<file path="config.mk">
export PLATFORM = sky130hd
export DESIGN_NAME = mdu_issue_controller
export DESIGN_NICKNAME = d
export VERILOG_FILES = /design/src/rtl/mdu_pkg.sv /design/src/rtl/mdu_latency_counter.sv /design/src/rtl/mdu_issue_controller.sv
export SDC_FILE = /design/constraint.sdc
export NUM_CORES = 1
export LEC_CHECK = 0
export CAP_MARGIN = 5
export CORE_UTILIZATION = 40
export CTS_CLUSTER_DIAMETER = 50
export DETAILED_ROUTE_END_ITERATION = 10
export GPL_TIMING_DRIVEN = 0
export PLACE_DENSITY = 0.78
export SYNTH_ARGS = -nofsm -noshare
export SYNTH_HDL_FRONTEND = slang
export SYNTH_SLANG_ARGS = --single-unit
export TNS_END_PERCENT = 50
</file>
<file path="constraint.sdc">
create_clock -name iClk -period 2.45 [get_ports iClk]
set_input_delay 0.735 -clock iClk [delete_from_list [all_inputs] [get_ports iClk]]
set_output_delay 0.735 -clock iClk [all_outputs]
set_load 0.03 [all_outputs]
</file>
<file path="src/rtl/mdu_pkg.sv">
// Shared types and constants for the MDU issue controller.
// Optional divide-by-zero short-circuit is enabled by defining MDU_DIVZERO_CHECK_EN.
package mdu_pkg;

  typedef enum logic [2:0] {
    IDLE,
    MUL_WAIT,
    DIV_WAIT,
    DIV_SYNC,
    RESP
  } mdu_state_t;

  localparam logic MDU_OP_MUL = 1'b0;
  localparam logic MDU_OP_DIV = 1'b1;

  // Sliced to DATA_WIDTH at the point of use; supports widths up to 64.
  localparam logic [63:0] MDU_DIVZERO_RESULT = '1;

  localparam int unsigned DEFAULT_DATA_WIDTH  = 32;
  localparam int unsigned DEFAULT_MUL_LATENCY = 2;
  localparam int unsigned DEFAULT_DIV_LATENCY = 36;

  function automatic int unsigned latency_cnt_width(input int unsigned mul_lat,
                                                    input int unsigned div_lat);
    int unsigned max_lat;
    max_lat = (mul_lat > div_lat) ? mul_lat : div_lat;
    return (max_lat < 1) ? 1 : $clog2(max_lat + 1);
  endfunction

endpackage

</file>
<file path="src/rtl/mdu_latency_counter.sv">
// Down-counter used to time MDU latency; loaded at accept, saturates at zero.
module mdu_latency_counter #(
  parameter int unsigned WIDTH = 6
) (
  input  logic             clk,
  input  logic             rst_n,
  input  logic             load,
  input  logic [WIDTH-1:0] load_value,
  input  logic             dec,
  output logic             expired
);

  logic [WIDTH-1:0] count;

  always_ff @(posedge clk or negedge rst_n) begin
    if (!rst_n) begin
      count <= '0;
    end else if (load) begin
      count <= load_value;
    end else if (dec && (count != '0)) begin
      count <= count - 1'b1;
    end
  end

  assign expired = (count == '0);

endmodule

</file>
<file path="src/rtl/mdu_issue_controller.sv">
// Requester-side sequencer for the multiply/divide unit: accept, hold operands, time, respond.
// Define MDU_DIVZERO_CHECK_EN to short-circuit divides by zero with an all-ones result.
module mdu_issue_controller
  import mdu_pkg::*;
#(
  parameter int unsigned DATA_WIDTH  = DEFAULT_DATA_WIDTH,
  parameter int unsigned MUL_LATENCY = DEFAULT_MUL_LATENCY,
  parameter int unsigned DIV_LATENCY = DEFAULT_DIV_LATENCY
) (
  input  logic                  iClk,
  input  logic                  iRst_n,
  input  logic                  iReqValid,
  output logic                  oReqReady,
  input  logic                  iReqOp,
  input  logic [DATA_WIDTH-1:0] iReqSrc0,
  input  logic [DATA_WIDTH-1:0] iReqSrc1,
  input  logic                  iFlush,
  output logic [DATA_WIDTH-1:0] oMduSrc0,
  output logic [DATA_WIDTH-1:0] oMduSrc1,
  output logic                  oMduOperation,
  input  logic [DATA_WIDTH-1:0] iMduResult,
  input  logic                  iMduReady,
  output logic                  oRespValid,
  output logic [DATA_WIDTH-1:0] oRespData,
  input  logic                  iRespReady,
  output logic                  oBusy,
  output logic                  oDivZero
);

  localparam int unsigned CNT_W = latency_cnt_width(MUL_LATENCY, DIV_LATENCY);
  // Counter expires (reads zero) one edge before capture, hence latency minus one.
  localparam logic [CNT_W-1:0] MUL_LOAD = CNT_W'(MUL_LATENCY - 1);
  localparam logic [CNT_W-1:0] DIV_LOAD = CNT_W'(DIV_LATENCY - 1);

  mdu_state_t       state;
  logic             req_ready;
  logic             accept;
  logic             flush_active;
  logic             div_zero_req;
  logic             cnt_dec;
  logic             cnt_expired;
  logic [CNT_W-1:0] cnt_load_value;

  always_comb begin
    req_ready      = iRst_n && (state == IDLE) && !iFlush;
    accept         = iReqValid && req_ready;
    flush_active   = iFlush && (state != IDLE);
    cnt_dec        = (state == MUL_WAIT) || (state == DIV_WAIT);
    cnt_load_value = (iReqOp == MDU_OP_DIV) ? DIV_LOAD : MUL_LOAD;
  end

  assign oReqReady = req_ready;

  mdu_latency_counter #(
    .WIDTH(CNT_W)
  ) u_latency_counter (
    .clk       (iClk),
    .rst_n     (iRst_n),
    .load      (accept),
    .load_value(cnt_load_value),
    .dec       (cnt_dec),
    .expired   (cnt_expired)
  );

`ifdef MDU_DIVZERO_CHECK_EN
  logic div_zero_q;

  assign div_zero_req = (iReqOp == MDU_OP_DIV) && (iReqSrc1 == '0);

  always_ff @(posedge iClk or negedge iRst_n) begin
    if (!iRst_n) begin
      div_zero_q <= 1'b0;
    end else if (flush_active) begin
      div_zero_q <= 1'b0;
    end else if (accept) begin
      div_zero_q <= div_zero_req;
    end else if ((state == RESP) && iRespReady) begin
      div_zero_q <= 1'b0;
    end
  end

  assign oDivZero = div_zero_q;
`else
  assign div_zero_req = 1'b0;
  assign oDivZero     = 1'b0;
`endif

  always_ff @(posedge iClk or negedge iRst_n) begin
    if (!iRst_n) begin
      state         <= IDLE;
      oMduSrc0      <= '0;
      oMduSrc1      <= '0;
      oMduOperation <= MDU_OP_MUL;
      oRespValid    <= 1'b0;
      oRespData     <= '0;
      oBusy         <= 1'b0;
    end else if (flush_active) begin
      // Flush wins over every in-flight transition, including the response handshake.
      state      <= IDLE;
      oRespValid <= 1'b0;
      oBusy      <= 1'b0;
    end else begin
      case (state)
        IDLE: begin
          if (accept) begin
            oMduSrc0      <= iReqSrc0;
            oMduSrc1      <= iReqSrc1;
            oMduOperation <= iReqOp;
            oBusy         <= 1'b1;
            if (div_zero_req) begin
              state      <= RESP;
              oRespData  <= MDU_DIVZERO_RESULT[DATA_WIDTH-1:0];
              oRespValid <= 1'b1;
            end else if (iReqOp == MDU_OP_DIV) begin
              state <= DIV_WAIT;
            end else begin
              state <= MUL_WAIT;
            end
          end
        end
        MUL_WAIT: begin
          if (cnt_expired) begin
            oRespData  <= iMduResult;
            oRespValid <= 1'b1;
            state      <= RESP;
          end
        end
        DIV_WAIT: begin
          if (cnt_expired) begin
            state <= DIV_SYNC;
          end
        end
        DIV_SYNC: begin
          if (iMduReady) begin
            oRespData  <= iMduResult;
            oRespValid <= 1'b1;
            state      <= RESP;
          end
        end
        RESP: begin
          if (iRespReady) begin
            oRespValid <= 1'b0;
            oBusy      <= 1'b0;
            state      <= IDLE;
          end
        end
        default: begin
          oRespValid <= 1'b0;
          oBusy      <= 1'b0;
          state      <= IDLE;
        end
      endcase
    end
  end

endmodule

</file>
==> results of run 1 <==
[cell usage after synthesis (2+ instances only)]
library cell / count / area [sq um]
a21oi_1: 4 / 20.0
buf_2: 10 / 50.1
buf_6: 3 / 33.8
dfrtp_1: 108 / 2700
ha_1: 2 / 25.0
inv_1: 5 / 18.8
mux2_2: 68 / 766
mux2_4: 29 / 435
nand2_1: 12 / 45.0
nand2b_1: 2 / 12.5
nand3_1: 2 / 10.0
nor2_1: 9 / 33.8
nor2b_1: 3 / 18.8
nor4_1: 2 / 12.5
o211ai_1: 2 / 15.0
o21a_1: 2 / 15.0
o21ai_0: 2 / 10.0
xor2_1: 3 / 26.3
[final timing paths]
check / end / slack (ps) / cells after the start
setup / recovery: oReqReady / 120 / 4
hold / removal: oMduSrc0[11]$_DFFE_PN0P_ / 230 / 1
setup reg to reg: oRespData[27]$_DFFE_PN0P_ / 530 / 6
hold reg to reg: oBusy$_DFFE_PN0P_ / 500 / 1
max in group asynchronous: oMduSrc0[22]$_DFFE_PN0P_ / 1680 / 2
min in group iClk: oBusy$_DFFE_PN0P_ / 500 / 1
[routing by layer]
| layer | vias to the layer above | share of wire [%] | routed length, um |
|---|---|---|---|
| met3 | 13 | 9.3 | 960 |
| met2 | 158 | 49 | 5090 |
| met5 | - | 0 | 0 |
| met4 | 0 | 1.6 | 161 |
| li1 | 1430 | - | - |
| met1 | 1520 | 40 | 4090 |
[final cells by class]
class,count,area [sq um],area share (%)
Sequential cell,108,2700,39.5
Timing Repair Buffer,203,2050,30.0
Multi-Input combinational cell,159,1600,23.4
Tap cell,136,170,2.49
Clock buffer,10,138,2.01
Buffer,14,91.3,1.34
Clock inverter,6,63.8,0.933
Inverter,5,18.8,0.274
[state kept, by name (all words and copies together), names as in the netlist]
register	count
oMduSrc0	32
oMduSrc1	32
oBusy	1
state	3
oRespData	32
oMduOperation	1
oRespValid	1
u_latency_counter.count	6
[cells by family (layout without fill, tap and decap cells)]
kind of cell             Yosys count  count (layout)  synth area share (%)
buffers and inverters             19             238                  2.50
multiplexers                      97              97                  27.3
adder cells (fa/ha/maj)            2               2                 0.568
AO/OA/AOI/OAI                     17              17                  2.75
AND/OR/NAND/NOR                   38              38                  4.69
other                              1               1                0.0851
flip-flops                       108             108                  61.3
XOR/XNOR                           4               4                 0.795
[worst register-to-register path: cells and delay by family (launching register included)]
kind / cells / cell delay, ps
flip-flops: 1 / 450
buffers and inverters: 1 / 200
AO/OA/AOI/OAI: 1 / 190
AND/OR/NAND/NOR: 3 / 670
multiplexers: 1 / 310
[report_power, final]
part,total [mW],internal [mW],leakage (nW),switching (mW)
Combinational,5.14,2.47,1.59,2.66
Clock,1.10,0.499,0.0983,0.596
Sequential,3.13,2.66,1.31,0.478
Total,9.36,5.63,3.00,3.74
[repair_timing]
item,4_1_cts,5_1_grt
setup buffers,0,0
gates resized for setup,9,2
endpoints found under the setup margin,1,1
pin swaps,0,0
==> key figures, run 1 <==
Placed design
  – Placer Congestion: about 0.80
  – Placed cell count: ~630
  – Placement Setup Slack: -772 ps
  – Post-DP HPWL: 7710 um
  – Buffers added on ports: 202
  – Post-DP Area: 6620 sq um

STA
  – Final WS setup: 125 ps
  – Slew Viols, Final: 0
  – RSZ-0062 raised after global routing: no
  – Tmin final: 2330 ps
  – Period utilisation layout: 94.9%
  – Fmax: 430 MHz
  – Hold Fails Final Rpt: 0
  – Final setup violation count: 0
  – Hold_ws: about 230 ps
  – Clk_skew: 8.19 ps
  – Setup TNS: 0 ps

Critical path
  – Worst-path cell chain: dlygate4sd2_1, nor2_4, and3_1, buf_2
  – CP Class: input port to primary output
  – Maximum net fanout on the critical path: 6
  – Buf/Inv on CP: 2
  – Worst R2R Start: u_latency_counter.count[2]$_DFFE_PN0P_
  – WP data arrival: 1590 ps
  – WP data required: 1710 ps
  – Highest cell delay on the worst timing path: between 300 and 400 ps
  – Slowest cell on crit path: dlygate4sd2_1
  – Crit. End Element: primary output
  – Critical Path Start Type: input port
  – Family with the most delay on the worst path: buffers and inverters
  – Crit path from: iFlush

Clock network
  – Number of buffers created by CTS: 9
  – Hold-fix buffers, CTS: 0
  – Register clock-pin slew on the reported worst setup and hold paths: 90 ps
  – Root Buffer: clkbuf_8
  – CTS tree: yes
  – Clock latency on the worst-skew pair: 370 ps
  – CTS H-tree lvls: 3
  – Max clock buf depth: 2
  – CTS sink cnt: 108

Drt
  – Vias/cell: 4.87
  – Drt initial violations: 117
  – Antenna viol nets, final: 0
  – Drc violations: 0
  – Via count: around 3.1k
  – Wirelength per Cell: ~16 um
  – Post-Route WL: 10300 um
  – First-pass iteration count of the detailed router: 4

Synthesis
  – Mapped Area: 4410 sq um
  – Synthesized net count: around 390
  – Number of synthesized register bits: 108
  – Primary FF master, synth: dfrtp_1
  – Post-Syn Instances: roughly 290
  – Async SR Flop Fraction: 100%
  – Netlist cell types: 36
  – Average size of a mapped cell: ~15 sq um
  – Synthesis Warnings: 0
  – EDFF count, synth: 0
  – Sequential area share after synthesis: 61.3%

Final layout
  – Nets: 605
  – # fillers: 820
  – Final std cell area, no fill: 6840 sq um
  – Final cell count without fillers: 641
  – Final core occ: about 65%
  – Share of cells above drive strength 1: 26.5%
  – Commonest non-fill, non-tap cell in the layout: clkdlybuf4s50_1
  – Commonest non-fill, non-tap cells in the layout: 199 x clkdlybuf4s50_1, 108 x dfrtp_1, 68 x mux2_2
  – Diode count: 0
  – Area growth from synthesis to layout: 55.2%

Global routing
  – Antenna violations before repair: 0
  – Grt total ovfl: 0
  – Largest net degree at the start of global routing: 63
  – GRT met1 Usage: 21.3%
  – Met2 Resource Use GR: 32.0%
  – Met3 Use GR: 6.63%
  – Number of global-route vias before repair: around 3.3k
  – Gr usage total: 18.5%
  – First-pass GRT wire length: 16200 um
  – Top Usage Layer GRT: met2

Floorplanning
  – Initial core utilization: 41.9%
  – Row count: 37
  – Die ar.: between 10000 and 15000 sq um
  – Die W: 107 um
  – Top-level I/O count: roughly 200
  – Die Ht: 107 um
  – CORE AREA: about 11000 sq um

Power and ir drop
  – Power, Total: 9.36 mW
  – Lkg Pwr: 3.00 nW
  – Pwr/cell area: around 1400 nW/um^2
  – Max IR drop VDD: 0.796 mV

Flow run
  – Max_cap viols: 0

Hold path
  – Worst Hold Class: input port to asynchronous set/reset pin

Run status
  – Status: completed
Note: power is estimated with default switching activity, not from simulation.
==> run 2, diff against run 1 <==
--- a/config.mk
+++ b/config.mk
@@ -6,11 +6,11 @@
 export NUM_CORES = 1
 export LEC_CHECK = 0
 export CAP_MARGIN = 5
-export CORE_UTILIZATION = 40
+export CORE_UTILIZATION = 37
 export CTS_CLUSTER_DIAMETER = 50
 export DETAILED_ROUTE_END_ITERATION = 10
 export GPL_TIMING_DRIVEN = 0
-export PLACE_DENSITY = 0.78
+export PLACE_DENSITY = 0.76
 export SYNTH_ARGS = -nofsm -noshare
 export SYNTH_HDL_FRONTEND = slang
 export SYNTH_SLANG_ARGS = --single-unit
==> constraint.sdc (replaced) <==
create_clock -name iClk -period 2 [get_ports iClk]
set_input_delay 0.6 -clock iClk [delete_from_list [all_inputs] [get_ports iClk]]
set_output_delay 0.6 -clock iClk [all_outputs]
set_load 0.03 [all_outputs]
==> run 2 against run 1 <==
Compared with the run above: the flow now finishes with violations (DRC); count of clock-buffer cells in the layout is 2 higher; setup slack worse by 110 ps; combinational power increased by 19%; largest cell class unchanged; worst hold slack worse by 130 ps; first-iteration DRC count up 2.6%; register-to-register slack lost 430 ps; critical path depth shrank 3; non-clock buffer count up 3.
==> key figures, run 2 (synthesis gave the netlist of run 1 again) <==
Run status
  – Status: complete, but fails checks
  – Failing checks: DRC

STA
  – Tmin final: roughly 2000 ps
  – Period utilisation layout: 99.1%
  – Slew Viols, Final: 0 (unchanged)
  – Fmax: 505 MHz
  – Final setup violation count: 0 (unchanged)
  – Clk_skew: 5.56 ps (-2.63 ps)
  – Hold Fails Final Rpt: 0 (unchanged)
  – RSZ-0062 raised after global routing: yes

Placed design
  – Placer Congestion: 0.836 (+5.0%)
  – Placed cell count: 632 (+1.1%)
  – Buffers added on ports: 202 (unchanged)
  – Post-DP HPWL: 7680 um (-0.31%)

Final layout
  – Area growth from synthesis to layout: 62.6%
  – # fillers: 919 (+12%)
  – Share of cells above drive strength 1: 26.8% (+0.24 points)
  – Final cell count without fillers: 651 (+1.6%)
  – Final core occ: 62.2% (-2.9 points)
  – Biggest registers after layout: oMduSrc0 (32), oMduSrc1 (32), oRespData (32)
  – Nets: 608 (+0.50%)
  – Commonest non-fill, non-tap cells in the layout: 124 x clkdlybuf4s50_1, 108 x dfrtp_1, 68 x mux2_2
  – Commonest non-fill, non-tap cell in the layout: clkdlybuf4s50_1
  – Diode count: 0 (unchanged)

Global routing
  – Largest net degree at the start of global routing: 38 (-40%)
  – Antenna violations before repair: 0 (unchanged)
  – Number of global-route vias before repair: 3518 (+6.9%)
  – Grt total ovfl: 0 (unchanged)
  – Gr usage total: 18.7% (+0.15 points)
  – First-pass GRT wire length: 17900 um (+11%)

Flow run
  – Max_cap viols: 0 (unchanged)

Critical path
  – Worst R2R Start: u_latency_counter.count[2]$_DFFE_PN0P_
  – Maximum net fanout on the critical path: 2 (-4)
  – Crit. End Element: primary output
  – Worst reg2reg endpoint: u_latency_counter.count[5]$_DFFE_PN0P_
  – Family with the most delay on the worst path: buffers and inverters
  – R2r worst-path depth: 4 (-2)
  – WP depth: 1 (-3)
  – Critical Path Start Type: flop
  – WP data required: 1400 ps (-310 ps)
  – Reg-to-reg slack, setup: 100 ps (-430 ps)
  – CP Class: flop to primary output
  – Crit path from: oRespData[25]$_DFFE_PN0P_
  – WP data arrival: 1380 ps (-210 ps)
  – Slowest cell on crit path: clkdlybuf4s50_1
  – Buf/Inv on CP: 1 (-1)
  – Highest cell delay on the worst timing path: 690 ps (+380 ps)
  – Worst-path cell chain: clkdlybuf4s50_1

Floorplanning
  – Top-level I/O count: 204 (unchanged)
  – Die Ht: 111 um (+3.9%)
  – CORE AREA: 11500 sq um (+9.6%)
  – Die ar.: 12300 sq um (+8.0%)
  – Die W: 111 um (+3.9%)
  – Initial core utilization: 38.3% (-3.7 points)
  – Row count: 39 (+5.4%)

Drt
  – Drt initial violations: 120 (+2.6%)
  – First-pass iteration count of the detailed router: 7 (+3)
  – Via count: 3110 (-0.35%)
  – Antenna viol nets, final: 0 (unchanged)
  – Post-Route WL: 10800 um (+4.7%)
  – Wirelength per Cell: 16.6 um (+3.1%)
  – Drc violations: 30 (+30)
  – Vias/cell: 4.78 (-1.9%)

Power and ir drop
  – Lkg Pwr: 3.74 nW (+24%)
  – Register share of total power: 32.5% (-1.0 points)
  – Internal power: 7.22 mW (+28%)
  – Net load switching power: 4.61 mW (+23%)
  – Comb pwr share: 51.6% (-3.2 points)
  – Clock Power Share: 15.9% (+4.2 points)
  – Switching share of power: 39.0% (-0.91 points)
  – Max IR drop VDD: 0.843 mV (+5.9%)
  – Pwr/cell area: 1650 nW/um^2 (+21%)

Clock network
  – Clock latency on the worst-skew pair: 340 ps (-30 ps)
  – CTS tree: yes
  – Register clock-pin slew on the reported worst setup and hold paths: 70 ps (-20 ps)
  – Number of buffers created by CTS: 9 (unchanged)
  – CTS sink cnt: 108 (unchanged)
  – CTS H-tree lvls: 3 (unchanged)
  – Max clock buf depth: 2 (unchanged)
  – Root Buffer: clkbuf_16

Hold path
  – Worst Hold Class: input port to asynchronous set/reset pin
run 2: worst max-delay path by stage:
stage | end | slack (ps)
2_1_floorplan | oMduSrc0[0]$_DFFE_PN0P_ | 130
3_3_place_gp | oReqReady | -4460
3_5_place_dp | oReqReady | -1190
4_1_cts | oMduSrc1[2] | 1
5_1_grt | oMduSrc0[21]$_DFFE_PN0P_ | -40
6_report | oRespData[25] | 20
run 2: metrics by stage:
| step | hold WS [ps] | setup slack, ps | TNS, ps | power [mW] | area, sq um |
|---|---|---|---|---|---|
| 3_3_place_gp | 480 | -4460 | -727440 | 10.0 | 6610 |
| 2_1_floorplan | 304 | 130 | 0 | 7.52 | 4410 |
| 3_5_place_dp | 481 | -1190 | -76140 | 10.2 | 6620 |
| 4_1_cts | 92.0 | 0.969 | 0 | 12.1 | 7010 |
| 5_1_grt | 99.8 | -35.2 | -918 | 12.4 | 7160 |
| 6_report | 103 | 18.6 | 0 | 11.8 | 7160 |
run 2: repair_timing:
item / in CTS / in global routing
endpoints found under the setup margin: 95 / 138
pin swaps: 0 / 3
buffers inserted: 0 / 1
hold buffers: 0 / 0
gates resized for setup: 35 / 58
gates cloned: 2 / 0
run 2: worst reg2reg max path: cells and delay by family (launching register included):
kind	cells	cell delay (ps)
AOI/OAI and AO/OA	3	750
and+or+nand+nor	1	580
DFF	1	460
run 2: power by group through the flow:
stage | Clock (mW) | Combinational [mW] | Sequential [mW]
final | 1.88 | 6.11 | 3.84
after global routing | 2.04 | 6.42 | 3.99
after CTS | 1.96 | 6.23 | 3.87
after global placement | 0 | 6.21 | 3.83
after floorplan | 0 | 1.69 | 5.83
after detailed placement | 0 | 6.32 | 3.90
run 2: final cells by class:
| type | instances | area, sq um | area share (%) |
|---|---|---|---|
| buffer | 14 | 91.3 | 1.27 |
| clock buffer | 12 | 246 | 3.44 |
| clock inverter | 4 | 72.6 | 1.01 |
| inverter | 5 | 18.8 | 0.262 |
| multi-input combinational | 159 | 1610 | 22.5 |
| sequential | 108 | 2700 | 37.7 |
| tap | 143 | 179 | 2.50 |
| timing repair buffer | 206 | 2240 | 31.3 |
run 2: per-layer routing:
metal | wire [um] | vias to the layer above | part of all wire, % | global-route usage (%)
li1 | - | 1437 | - | -
met1 | 4310 | 1528 | 40 | 21.8
met2 | 5410 | 132 | 50 | 32.4
met3 | 909 | 13 | 8.4 | 5.90
met4 | 153 | 0 | 1.4 | 6.49
met5 | 0 | - | 0 | 0
==> run 3, diff against run 2 <==
--- a/config.mk
+++ b/config.mk
@@ -6,6 +6,7 @@
 export NUM_CORES = 1
 export LEC_CHECK = 0
 export CAP_MARGIN = 5
+export CORE_ASPECT_RATIO = 2
 export CORE_UTILIZATION = 37
 export CTS_CLUSTER_DIAMETER = 50
 export DETAILED_ROUTE_END_ITERATION = 10
==> run 3 against run 2 <==
Compared with the run above: the run ends with setup timing left; count of clock-buffer cells in the layout fell by 3; global-route usage grew 1.1 points; first-iteration DRC count increased by 20%; total power increased by 0.62%; sequential share of layout area is 0.092 points higher; clock skew up 4.1 ps; combinational power barely moved; clock power up 3%; utilization is 0.77 points lower; critical endpoint is now oMduSrc0[8]; via count rose by 3.3%; cell count up 0.31%; non-clock buffer count increased by 1.
==> key figures, run 3 (synthesis gave the netlist of run 1 again) <==
Run status
  – Status: complete, but fails checks
  – Failing checks: setup timing

STA
  – Slew Viols, Final: 0 (unchanged)
  – Period utilisation layout: 101% (+1.5 points)
  – Setup TNS: -12.0 ps (-12.0 ps)
  – Fmax: 497 MHz (-1.5%)
  – Final WS setup: -12.0 ps (-30.7 ps)
  – Clk_skew: 9.68 ps (+4.12 ps)
  – Tmin final: 2010 ps (+30.7 ps)
  – Hold Fails Final Rpt: 0 (unchanged)
  – Final setup violation count: 1 (+1)

Global routing
  – Number of global-route vias before repair: 3539 (+0.60%)
  – Largest net degree at the start of global routing: 40 (+5.3%)
  – Grt total ovfl: 0 (unchanged)
  – Gr usage total: 19.8% (+1.1 points)
  – First-pass GRT wire length: 18300 um (+2.1%)
  – Antenna violations before repair: 0 (unchanged)

Critical path
  – WP data arrival: 1410 ps (+30 ps)
  – Highest cell delay on the worst timing path: 680 ps (about the same)
  – Critical Path Start Type: flop
  – Worst-path cell chain: clkdlybuf4s50_1
  – WP data required: 1400 ps (about the same)
  – Buf/Inv on CP: 1 (unchanged)
  – Reg-to-reg slack, setup: 140 ps (+40 ps)
  – R2r worst-path depth: 6 (+2)
  – WP depth: 1 (unchanged)
  – Maximum net fanout on the critical path: 2 (unchanged)
  – CP Class: flop to primary output
  – Crit. End Element: primary output
  – Family with the most delay on the worst path: buffers and inverters
  – Slowest cell on crit path: clkdlybuf4s50_1

Floorplanning
  – CORE AREA: 11600 sq um (+1.0%)
  – Die W: 79.2 um (-29%)
  – Die Ht: 156 um (+41%)
  – Top-level I/O count: 204 (unchanged)
  – Initial core utilization: 37.9% (-0.38 points)
  – Row count: 56 (+44%)
  – Die ar.: 12400 sq um (+0.22%)

Placed design
  – Post-DP HPWL: 8940 um (+16%)
  – Placer Congestion: 0.829 (-0.84%)
  – Buffers added on ports: 202 (unchanged)
  – Placed cell count: 634 (+0.32%)
  – Placement Setup Slack: -969 ps (+222 ps)

Drt
  – Post-Route WL: 12300 um (+14%)
  – First-pass iteration count of the detailed router: 4 (-3)
  – Drc violations: 0 (-100%)
  – Wirelength per Cell: 18.8 um (+13%)
  – Vias/cell: 4.92 (+3.0%)
  – Antenna viol nets, final: 0 (unchanged)
  – Via count: 3212 (+3.3%)
  – Drt initial violations: 144 (+20%)

Final layout
  – Biggest registers after layout: oMduSrc0 (32), oMduSrc1 (32), oRespData (32)
  – Commonest non-fill, non-tap cell in the layout: clkdlybuf4s50_1
  – Commonest non-fill, non-tap cells in the layout: 124 x clkdlybuf4s50_1, 108 x dfrtp_1, 68 x mux2_2
  – Final cell count without fillers: 653 (+0.31%)
  – Diode count: 0 (unchanged)
  – Final core occ: 61.4% (-0.77 points)
  – Area growth from synthesis to layout: 62.2%
  – Nets: 609 (+0.16%)
  – Share of cells above drive strength 1: 27.4% (+0.59 points)

Clock network
  – Root Buffer: clkbuf_16
  – Number of buffers created by CTS: 9 (unchanged)
  – CTS sink cnt: 108 (unchanged)
  – Hold-fix buffers, CTS: 0 (unchanged)
  – CTS H-tree lvls: 3 (unchanged)
  – Max clock buf depth: 2 (unchanged)
  – Clock latency on the worst-skew pair: 340 ps (about the same)
  – CTS tree: yes
  – Register clock-pin slew on the reported worst setup and hold paths: 80 ps (about the same)

Power and ir drop
  – Lkg Pwr: 3.66 nW (-2.2%)
  – Pwr/cell area: 1670 nW/um^2 (+0.87%)
  – Max IR drop VDD: 0.807 mV (-4.2%)

Flow run
  – Max_cap viols: 0 (unchanged)

Hold path
  – Worst Hold Class: input port to asynchronous set/reset pin
==> run 3: cell count changes in the layout (fill, tap and decap cells not counted), sizes merged <==
cell          change
clkbuf            -2
dlymetal6s2s     -11
dlygate4sd2      +11
inv               +2
==> run 3: cell type report <==
type | count | area, sq um
clock buffers | 9 | 225
clock inverters | 6 | 96.3
repair buffers | 207 | 2220
plain buffers | 14 | 91.3
inverters | 5 | 18.8
multi-input cells | 159 | 1610
fillers | 944 | 4480
well taps | 145 | 181
flip-flops and latches | 108 | 2700
==> run 3: routing by layer <==
layer / GRT usage, % / share of wire [%] / vias up
met5: 0 / 0 / -
met4: 12.0 / 5.0 / 0
met3: 3.56 / 3.7 / 37
met2: 37.5 / 58 / 112
met1: 19.0 / 33 / 1630
li1: - / - / 1433
==> run 3: what timing repair did <==
action | in CTS | in global routing
buffers inserted | 1 | 0
gates cloned | 2 | 1
resized for setup | 45 | 46
setup endpoints to repair | 106 | 45
pin swaps | 1 | 0
==> run 3: power breakdown <==
part,internal [mW],switching (mW)
Sequential,3.26,0.584
Clock,1.11,0.827
Combinational,2.76,3.36
Total,7.13,4.78
==> run 3: worst paths after layout <==
kind	startpoint	end
worst max-delay path	oMduSrc0[8]$_DFFE_PN0P_	oMduSrc0[8]
worst min-delay path	iRst_n	oMduSrc1[12]$_DFFE_PN0P_
worst max register to register	u_latency_counter.count[2]$_DFFE_PN0P_	oRespData[29]$_DFFE_PN0P_
worst min register to register	oBusy$_DFFE_PN0P_	oBusy$_DFFE_PN0P_
max in group asynchronous	iRst_n	oMduSrc1[28]$_DFFE_PN0P_
min in group iClk	oBusy$_DFFE_PN0P_	oBusy$_DFFE_PN0P_
==> run 3: metrics by stage <==
step	cell area [sq um]	hold WS [ps]	total power, mW
2_1_floorplan	4410	304	7.52
3_3_place_gp	6610	485	10.1
3_5_place_dp	6630	483	10.3
4_1_cts	7010	85.3	12.1
5_1_grt	7150	61.9	12.4
6_report	7150	69.3	11.9
